$ cat config.mk
export PLATFORM = sky130hd
export DESIGN_NAME = nco_clkgen
export DESIGN_NICKNAME = d
export VERILOG_FILES = /design/src/rtl/nco_clkgen.sv
export SDC_FILE = /design/constraint.sdc
export NUM_CORES = 2
export LEC_CHECK = 0
export CORE_MARGIN = 4
export CORE_UTILIZATION = 40
export DETAILED_ROUTE_END_ITERATION = 12
export SLEW_MARGIN = 20
export SYNTH_ARGS = -nofsm -noshare
export SYNTH_HDL_FRONTEND = slang
export SYNTH_SLANG_ARGS = --single-unit
$ cat constraint.sdc
create_clock -name clk_i -period 2.7 [get_ports clk_i]
set_input_delay 0.27 -clock clk_i [delete_from_list [all_inputs] [get_ports clk_i]]
set_output_delay 0.27 -clock clk_i [all_outputs]
set_load 0.02 [all_outputs]
$ cat src/rtl/nco_clkgen.sv
// Multi-channel NCO clock generator: per-channel phase accumulator with duty compare,
// and a one-deep pending config slot that is applied on wrap, while disabled, or on sync.
module nco_clkgen #(
  parameter int WIDTH    = 32,
  parameter int CHANNELS = 4,
  localparam int CW      = (CHANNELS > 1) ? $clog2(CHANNELS) : 1
) (
  input  logic                clk_i,
  input  logic                rst_i,
  input  logic                cfg_valid_i,
  output logic                cfg_ready_o,
  input  logic [CW-1:0]       cfg_ch_i,
  input  logic [WIDTH-1:0]    cfg_step_i,
  input  logic [WIDTH-1:0]    cfg_duty_i,
  input  logic                cfg_en_i,
  input  logic                sync_in_i,
  output logic [CHANNELS-1:0] clk_out_o,
  output logic [CHANNELS-1:0] tick_o
);

  localparam logic [WIDTH-1:0] DUTY_RST = {1'b1, {(WIDTH-1){1'b0}}};

  logic [WIDTH-1:0]    acc_q    [CHANNELS];
  logic [WIDTH-1:0]    acc_d    [CHANNELS];
  logic [WIDTH-1:0]    step_q   [CHANNELS];
  logic [WIDTH-1:0]    step_d   [CHANNELS];
  logic [WIDTH-1:0]    duty_q   [CHANNELS];
  logic [WIDTH-1:0]    duty_d   [CHANNELS];
  logic [WIDTH-1:0]    pstep_q  [CHANNELS];
  logic [WIDTH-1:0]    pstep_d  [CHANNELS];
  logic [WIDTH-1:0]    pduty_q  [CHANNELS];
  logic [WIDTH-1:0]    pduty_d  [CHANNELS];
  logic [WIDTH:0]      sum      [CHANNELS];
  logic [CHANNELS-1:0] en_q, en_d, pen_q, pen_d, pv_q, pv_d;
  logic [CHANNELS-1:0] clk_q, clk_d, tick_q, tick_d;
  logic [CHANNELS-1:0] wrap, apply, wr_sel;
  logic                ready_c, accept;

  // Out-of-range channels never match a pending slot, so they stay ready and are dropped.
  always_comb begin
    ready_c = 1'b1;
    for (int i = 0; i < CHANNELS; i++) begin
      if (pv_q[i] && (cfg_ch_i == CW'(i))) ready_c = 1'b0;
    end
    if (rst_i) ready_c = 1'b0;
  end

  assign cfg_ready_o = ready_c;
  assign accept      = cfg_valid_i & ready_c;

  always_comb begin
    for (int i = 0; i < CHANNELS; i++) begin
      sum[i]    = {1'b0, acc_q[i]} + {1'b0, step_q[i]};
      wrap[i]   = en_q[i] & sum[i][WIDTH];
      apply[i]  = pv_q[i] & (wrap[i] | ~en_q[i] | sync_in_i);
      wr_sel[i] = accept & (cfg_ch_i == CW'(i));

      acc_d[i] = acc_q[i];
      if (en_q[i])               acc_d[i] = sum[i][WIDTH-1:0];
      if (apply[i] && !en_q[i])  acc_d[i] = '0;
      if (sync_in_i)             acc_d[i] = '0;

      step_d[i]  = apply[i] ? pstep_q[i] : step_q[i];
      duty_d[i]  = apply[i] ? pduty_q[i] : duty_q[i];
      en_d[i]    = apply[i] ? pen_q[i]   : en_q[i];

      // A slot being applied is never writable this cycle, so fill and apply cannot collide.
      pv_d[i]    = wr_sel[i] ? 1'b1 : (apply[i] ? 1'b0 : pv_q[i]);
      pstep_d[i] = wr_sel[i] ? cfg_step_i : pstep_q[i];
      pduty_d[i] = wr_sel[i] ? cfg_duty_i : pduty_q[i];
      pen_d[i]   = wr_sel[i] ? cfg_en_i   : pen_q[i];

      clk_d[i]  = en_q[i] & (acc_q[i] >= duty_q[i]);
      tick_d[i] = clk_d[i] & ~clk_q[i];
    end
  end

  always_ff @(posedge clk_i) begin
    if (rst_i) begin
      for (int i = 0; i < CHANNELS; i++) begin
        acc_q[i]   <= '0;
        step_q[i]  <= '0;
        duty_q[i]  <= DUTY_RST;
        pstep_q[i] <= '0;
        pduty_q[i] <= '0;
      end
      en_q   <= '0;
      pen_q  <= '0;
      pv_q   <= '0;
      clk_q  <= '0;
      tick_q <= '0;
    end else begin
      for (int i = 0; i < CHANNELS; i++) begin
        acc_q[i]   <= acc_d[i];
        step_q[i]  <= step_d[i];
        duty_q[i]  <= duty_d[i];
        pstep_q[i] <= pstep_d[i];
        pduty_q[i] <= pduty_d[i];
      end
      en_q   <= en_d;
      pen_q  <= pen_d;
      pv_q   <= pv_d;
      clk_q  <= clk_d;
      tick_q <= tick_d;
    end
  end

  assign clk_out_o = clk_q;
  assign tick_o    = tick_q;

endmodule

# After elaboration in Yosys (flattened, before gate mapping)

Memory sizes are Yosys's and may differ from the RTL's.
Cells that the tools add are included.

Add/sub/neg operators: 4
$lt $le $gt $ge: 4
Equal/unequal tests: 3
Muxes and demuxes: 64
Bitwise gates (word level): 57
Reductions and logical operators: 17

Operators with widths:

| kind                 | count |
|---|---|
| $mux W32             | 48 |
| $add A32 B32 Y33     | 4 |
| $ge A32 B32 Y1       | 4 |
| $or A1 B1 Y1         | 28 |
| $and A1 B1 Y1        | 21 |
| $mux W1              | 16 |
| $logic_and A1 B1 Y1  | 8 |
| $not A1 Y1           | 8 |
| $reduce_bool A2 Y1   | 4 |
| $eq A2 B2 Y1 const B | 2 |
| $logic_not A1 Y1     | 4 |
| $eq A2 B1 Y1 const B | 1 |
| $logic_not A2 Y1     | 1 |

Register bits: 20
Bits in writable memories: 640
Input bits: 71
Output and inout bits: 9
Word-level logic and storage cells: 168
Memories: 5

Memory list:

| memory  | words | width | rd ports | clocked after Yosys merged registers in | write ports | line | RTL |
|---|---|---|---|---|---|---|---|
| acc_q   | 4     | 32    | 4        | 0                                       | 4           | 23   | `logic [WIDTH-1:0] acc_q [CHANNELS];` |
| duty_q  | 4     | 32    | 4        | 0                                       | 4           | 27   | `logic [WIDTH-1:0] duty_q [CHANNELS];` |
| pduty_q | 4     | 32    | 4        | 0                                       | 4           | 31   | `logic [WIDTH-1:0] pduty_q [CHANNELS];` |
| pstep_q | 4     | 32    | 4        | 0                                       | 4           | 29   | `logic [WIDTH-1:0] pstep_q [CHANNELS];` |
| step_q  | 4     | 32    | 4        | 0                                       | 4           | 25   | `logic [WIDTH-1:0] step_q [CHANNELS];` |

# Depth between registers and ports, before layout

Word-level depth: 11
Mapped depth: 14
Gate-level depth less buffers: 11

# Worst setup path before layout

No wires, ideal clock.

Kind: register to register
Start point: memory step_q[0][0]
End point: memory duty_q[0][24]
Library setup time: 0.128 ns
Data arrival time: 2.782 ns
Data required time: 2.572 ns
Slack: -0.210 ns
Stages on the path, launching flop included: 13
Buffers on the path: 2
Clock period less this slack: 2.910 ns
Path through: dfxtp_1 ha_1 fa_1 a211oi_2 o211ai_1 a41oi_2 nor3_2 a2111oi_4 o31ai_2 buf_6 buf_6 mux2i_1 nor2_1

RTL lines:

| what               | line |
|---|---|
| start: declaration | 25 |
| end: declaration   | 27 |

==> impl_metrics.sql <==
INSERT INTO impl_metrics (metric_group, metric, value, unit) VALUES
('status', 'run_status', 'complete, but fails checks', ''),
('status', 'violations', 'negative setup slack', ''),
('yosys', 'synthArstFlopShare', '0', '%'),
('yosys', 'synthesis.area', '33600', 'µm²'),
('yosys', 'yosysWarningCount', '0', ''),
('floorplanning', 'die_width', '298', 'µm'),
('yosys', 'mappedNetlistNets', '4402', ''),
('sta', 'final_hold_viol_count', '0', ''),
('worst_setup_path', 'critPathCaptureType', 'flop', ''),
('final_layout', 'layout.filler_cells', '7658', ''),
('power_and_ir_drop', 'sw_frac_of_total', '22.9', '%'),
('power_and_ir_drop', 'total_switching_power', '4.96', 'mW'),
('worst_setup_path', 'crit_path_arrival_time', '3.51', 'ns'),
('worst_setup_path', 'rr_worst_depth', '14', ''),
('worst_setup_path', 'crit_type', 'reg -> reg', ''),
('floorplanning', 'io_pins', '80', ''),
('floorplanning', 'floorplan.die_area', '88700', 'µm²'),
('sta', 'worst_slack', '-0.340', 'ns'),
('sta', 'layout_worst_path_cycle_share', '113', '%'),
('route', 'drt-wirelength-per-cell', '19.6', 'µm'),
('global_route', 'globalRoute.totalOverflow', '0', ''),
('place', 'dp_cells', '5327', ''),
('worst_setup_path', 'timing.critical_path.slowest_stage_cell', 'sky130_fd_sc_hd__fa_2', ''),
('cts', 'clk_root_buffer_cell', 'sky130_fd_sc_hd__clkbuf_16', ''),
('worst_setup_path', 'critical_path.reg2reg.endpoint', 'step_q[2][11]', ''),
('final_layout', 'drive_gt1_share', '16.0', '%'),
('global_route', 'gr-usage-all-layers', '23.6', '%'),
('place', 'gp_routability_congestion', '0.889', ''),
('cts', 'cts_tree', 'built', ''),
('worst_setup_path', 'worst_path_largest_cell_delay', '0.35', 'ns'),
('power_and_ir_drop', 'worst_ir_drop_vdd', '458', 'µV'),
('yosys', 'postSynthRegisterBits', '660', ''),
('power_and_ir_drop', 'power_density', '508', 'nW/µm²'),
('global_route', 'grt_pass1_vias', '28627', ''),
('sta', 'count_of_final_setup_violators', '272', ''),
('worst_setup_path', 'cp_cell_sequence', 'ha_4 > fa_2 > a211o_1 > a21oi_2 > a21boi_2 > o21ai_2 > a31oi_2 > and4_4 > o21ai_4 > buf_12 > buf_12 > buf_12 > mux2i_1 > nor2_1', ''),
('yosys', 'ys_types', '82', ''),
('route', 'post_drt_via_cell_ratio', '5.45', ''),
('final_layout', 'final-seq-area', '13200', 'µm²'),
('worst_setup_path', 'critPathCapture', 'step_q[2][11]', ''),
('yosys', 'ys_seq_area_share', '39.3', '%'),
('worst_setup_path', 'start_kind', 'flop', ''),
('final_layout', 'fin_nets', '4742', ''),
('floorplanning', 'die_y', '298', 'µm'),
('worst_setup_path', 'critPathLaunch', 'step_q[2][0]', ''),
('power_and_ir_drop', 'internal_power', '16.7', 'mW'),
('sta', 'hold_ws', '0.0465', 'ns'),
('floorplanning', 'row_count', '106', ''),
('final_layout', 'post-route-cell-area', '42700', 'µm²'),
('power_and_ir_drop', 'power_frac_seq', '45.5', '%'),
('worst_setup_path', 'worst-path-max-fanout', '8', ''),
('global_route', 'grt_first_pass_wirelength', '165000', 'µm'),
('final_layout', 'syn2layout_area_growth', '27.2', '%'),
('global_route', 'initial_antenna_violation_count', '3', ''),
('sta', 'worst_slew_margin_relative_to_its_limit', '42.7', '%'),
('cts', 'hold_buffers', '0', ''),
('sta', 'timing.setup.tns', '-59.01', 'ns'),
('power_and_ir_drop', 'power_leakage', '17.6', 'nW'),
('power_and_ir_drop', 'p_clk_share', '49.7', '%'),
('worst_setup_path', 'worst_r2r_startpoint', 'step_q[2][0]', ''),
('worst_setup_path', 'crit_top_cell', 'sky130_fd_sc_hd__buf_12', ''),
('cts', 'numCtsBuffers', '74', ''),
('floorplanning', 'start_util', '40.3', '%'),
('yosys', 'avgSynthCellArea', '8.25', 'µm²'),
('cts', 'cts.reportedPaths.clkPinSlew', '0.06', 'ns'),
('worst_setup_path', 'r2r_setup_slack', '-0.34', 'ns'),
('cts', 'clock_tree.buffer_depth', '3', ''),
('sta', 'final_period_minus_worst_setup_slack', '3.04', 'ns'),
('route', 'dr.pass1.iters', '6', ''),
('global_route', 'grt_start_max_net_pins', '142', ''),
('sta', 'grt_setup_unrepaired', 'yes', '');
## routing by layer
metal | GRT usage (%) | share of wire [%]
met1 | 31.9 | 45
met3 | 3.69 | 5.7
met4 | 11.7 | 5.2
met2 | 36.6 | 44
met5 | 0 | 0.025
## cells in the mapped netlist (5+ instances only)
master                      count  share of area (%)
sky130_fd_sc_hd__xnor2_1       55                1.4
sky130_fd_sc_hd__a221oi_1       7               0.18
sky130_fd_sc_hd__o21bai_1      20               0.45
sky130_fd_sc_hd__buf_1         11               0.12
sky130_fd_sc_hd__a32o_1         7               0.21
sky130_fd_sc_hd__nor2b_1       18               0.34
sky130_fd_sc_hd__a31oi_1       61                1.1
sky130_fd_sc_hd__o21ai_0      135                2.0
sky130_fd_sc_hd__a22oi_1       41               0.92
sky130_fd_sc_hd__o21a_1        12               0.27
sky130_fd_sc_hd__o211ai_1      13               0.29
sky130_fd_sc_hd__mux2i_1      231                6.9
sky130_fd_sc_hd__buf_4          8               0.18
sky130_fd_sc_hd__inv_1        176                2.0
sky130_fd_sc_hd__xor2_1        46                1.2
sky130_fd_sc_hd__nor2_1       254                2.8
sky130_fd_sc_hd__o22ai_1        6               0.11
sky130_fd_sc_hd__o31ai_1        7               0.16
sky130_fd_sc_hd__dfxtp_1      660                 39
sky130_fd_sc_hd__a21o_1       101                2.3
sky130_fd_sc_hd__a21oi_1      399                5.9
sky130_fd_sc_hd__nand2_1      860                9.6
sky130_fd_sc_hd__nand3b_1       6               0.13
sky130_fd_sc_hd__clkbuf_1     187                2.1
sky130_fd_sc_hd__buf_2         21               0.31
sky130_fd_sc_hd__nand3_1       37               0.55
sky130_fd_sc_hd__o311ai_0      63                1.6
sky130_fd_sc_hd__and2_1         7               0.13
sky130_fd_sc_hd__o2111ai_1      5               0.13
sky130_fd_sc_hd__nand4_1       64                1.2
sky130_fd_sc_hd__nor3_1        98                1.5
sky130_fd_sc_hd__a211o_1        9               0.23
sky130_fd_sc_hd__and3_1        45               0.84
sky130_fd_sc_hd__buf_6         12               0.40
sky130_fd_sc_hd__ha_1         256                9.5
sky130_fd_sc_hd__a211oi_1      24               0.54
sky130_fd_sc_hd__nand2b_1      20               0.37
sky130_fd_sc_hd__o21ai_1        7               0.10
sky130_fd_sc_hd__buf_8          5               0.22
## logic make-up after synthesis
group,share of synthesized area (%)
simple gates,18.0
flops,39.3
buf+inv,5.31
compound gates,18.0
xor+xnor,2.63
fa+ha+maj,9.77
mux,6.95
## sequential cells by signal, indices dropped and copies added, names as in the netlist
signal and flops:
en_q 4, clk_out_o 4, acc_q 128, duty_q 128, step_q 128, pstep_q 128, pduty_q 128, tick_o 4
pen_q 4, pv_q 4
## stage by stage
step | utilization, % | setup WS [ns] | total power, mW
after floorplan | - | -0.0127 | 10.5
after global placement | 45.2 | -0.518 | 11.0
after global routing | 51.2 | -0.455 | 22.3
after detailed placement | 45.2 | -0.596 | 11.0
final | 51.2 | -0.340 | 21.7
after CTS | 50.5 | -0.323 | 21.9
## final cells by class
class / count / area share, %
Multi-Input combinational cell: 2990 / 46.0
Sequential cell: 660 / 31.0
Timing Repair Buffer: 508 / 12.2
Clock buffer: 109 / 5.16
Tap cell: 1080 / 3.16
Inverter: 177 / 1.57
Clock inverter: 21 / 0.893
## critical path, delay by kind of cell, from the launching register on
kind | cells | cell delay [ns]
flops | 1 | 0.34
buf+inv | 3 | 0.42
compound gates | 6 | 1.11
mux | 1 | 0.21
fa+ha+maj | 2 | 0.51
simple gates | 2 | 0.28
## cells in the final DEF, fill, tap and decap left out, types with 24 or more instances in the layout
master	netlist	final
sky130_fd_sc_hd__nor3_1	98	94
sky130_fd_sc_hd__o21ai_0	135	112
sky130_fd_sc_hd__mux2i_1	231	226
sky130_fd_sc_hd__nor2_1	254	249
sky130_fd_sc_hd__clkdlybuf4s50_1	0	77
sky130_fd_sc_hd__dfxtp_1	660	638
sky130_fd_sc_hd__clkbuf_16	0	82
sky130_fd_sc_hd__a31oi_1	61	52
sky130_fd_sc_hd__o311ai_1	0	54
sky130_fd_sc_hd__a21o_1	101	101
sky130_fd_sc_hd__xnor2_1	55	54
sky130_fd_sc_hd__inv_1	176	175
sky130_fd_sc_hd__buf_6	12	24
sky130_fd_sc_hd__buf_4	8	327
sky130_fd_sc_hd__a21oi_1	399	377
sky130_fd_sc_hd__and3_1	45	45
sky130_fd_sc_hd__buf_12	0	49
sky130_fd_sc_hd__nand4_1	64	64
sky130_fd_sc_hd__nand3_1	37	33
sky130_fd_sc_hd__xor2_1	46	46
sky130_fd_sc_hd__ha_1	256	238
sky130_fd_sc_hd__a22oi_1	41	41
sky130_fd_sc_hd__nand2_1	860	856
## worst min path at each step
stage,depth (start not counted),endpoint,slack (ns),startpoint
6_report,2,step_q[2][13],0.05,rst_i
5_1_grt,2,duty_q[2][19],0.04,rst_i
4_1_cts,2,duty_q[2][16],0.002,rst_i
2_1_floorplan,2,pduty_q[1][10],0.41,cfg_duty_i[10]
3_3_place_gp,1,tick_o[2],0.40,clk_out_o[2]
3_5_place_dp,1,tick_o[0],0.40,clk_out_o[0]
## what timing repair did
item,in CTS,in global routing
pin swaps,80,145
gates cloned,30,6
setup endpoints to repair,299,314
endpoints found under the hold margin,0,0
buffers inserted,51,30
resized for setup,176,182
## power by group through the flow
stage	Clock (mW)	Sequential [mW]	Combinational, mW
after detailed placement	0	10.1	0.955
after global placement	0	10.1	0.951
after global routing	11.4	9.88	1.08
after floorplan	0	10.1	0.437
after CTS	11.0	9.88	1.03
final	10.8	9.88	1.03
Power figures use the tool's default switching activity.
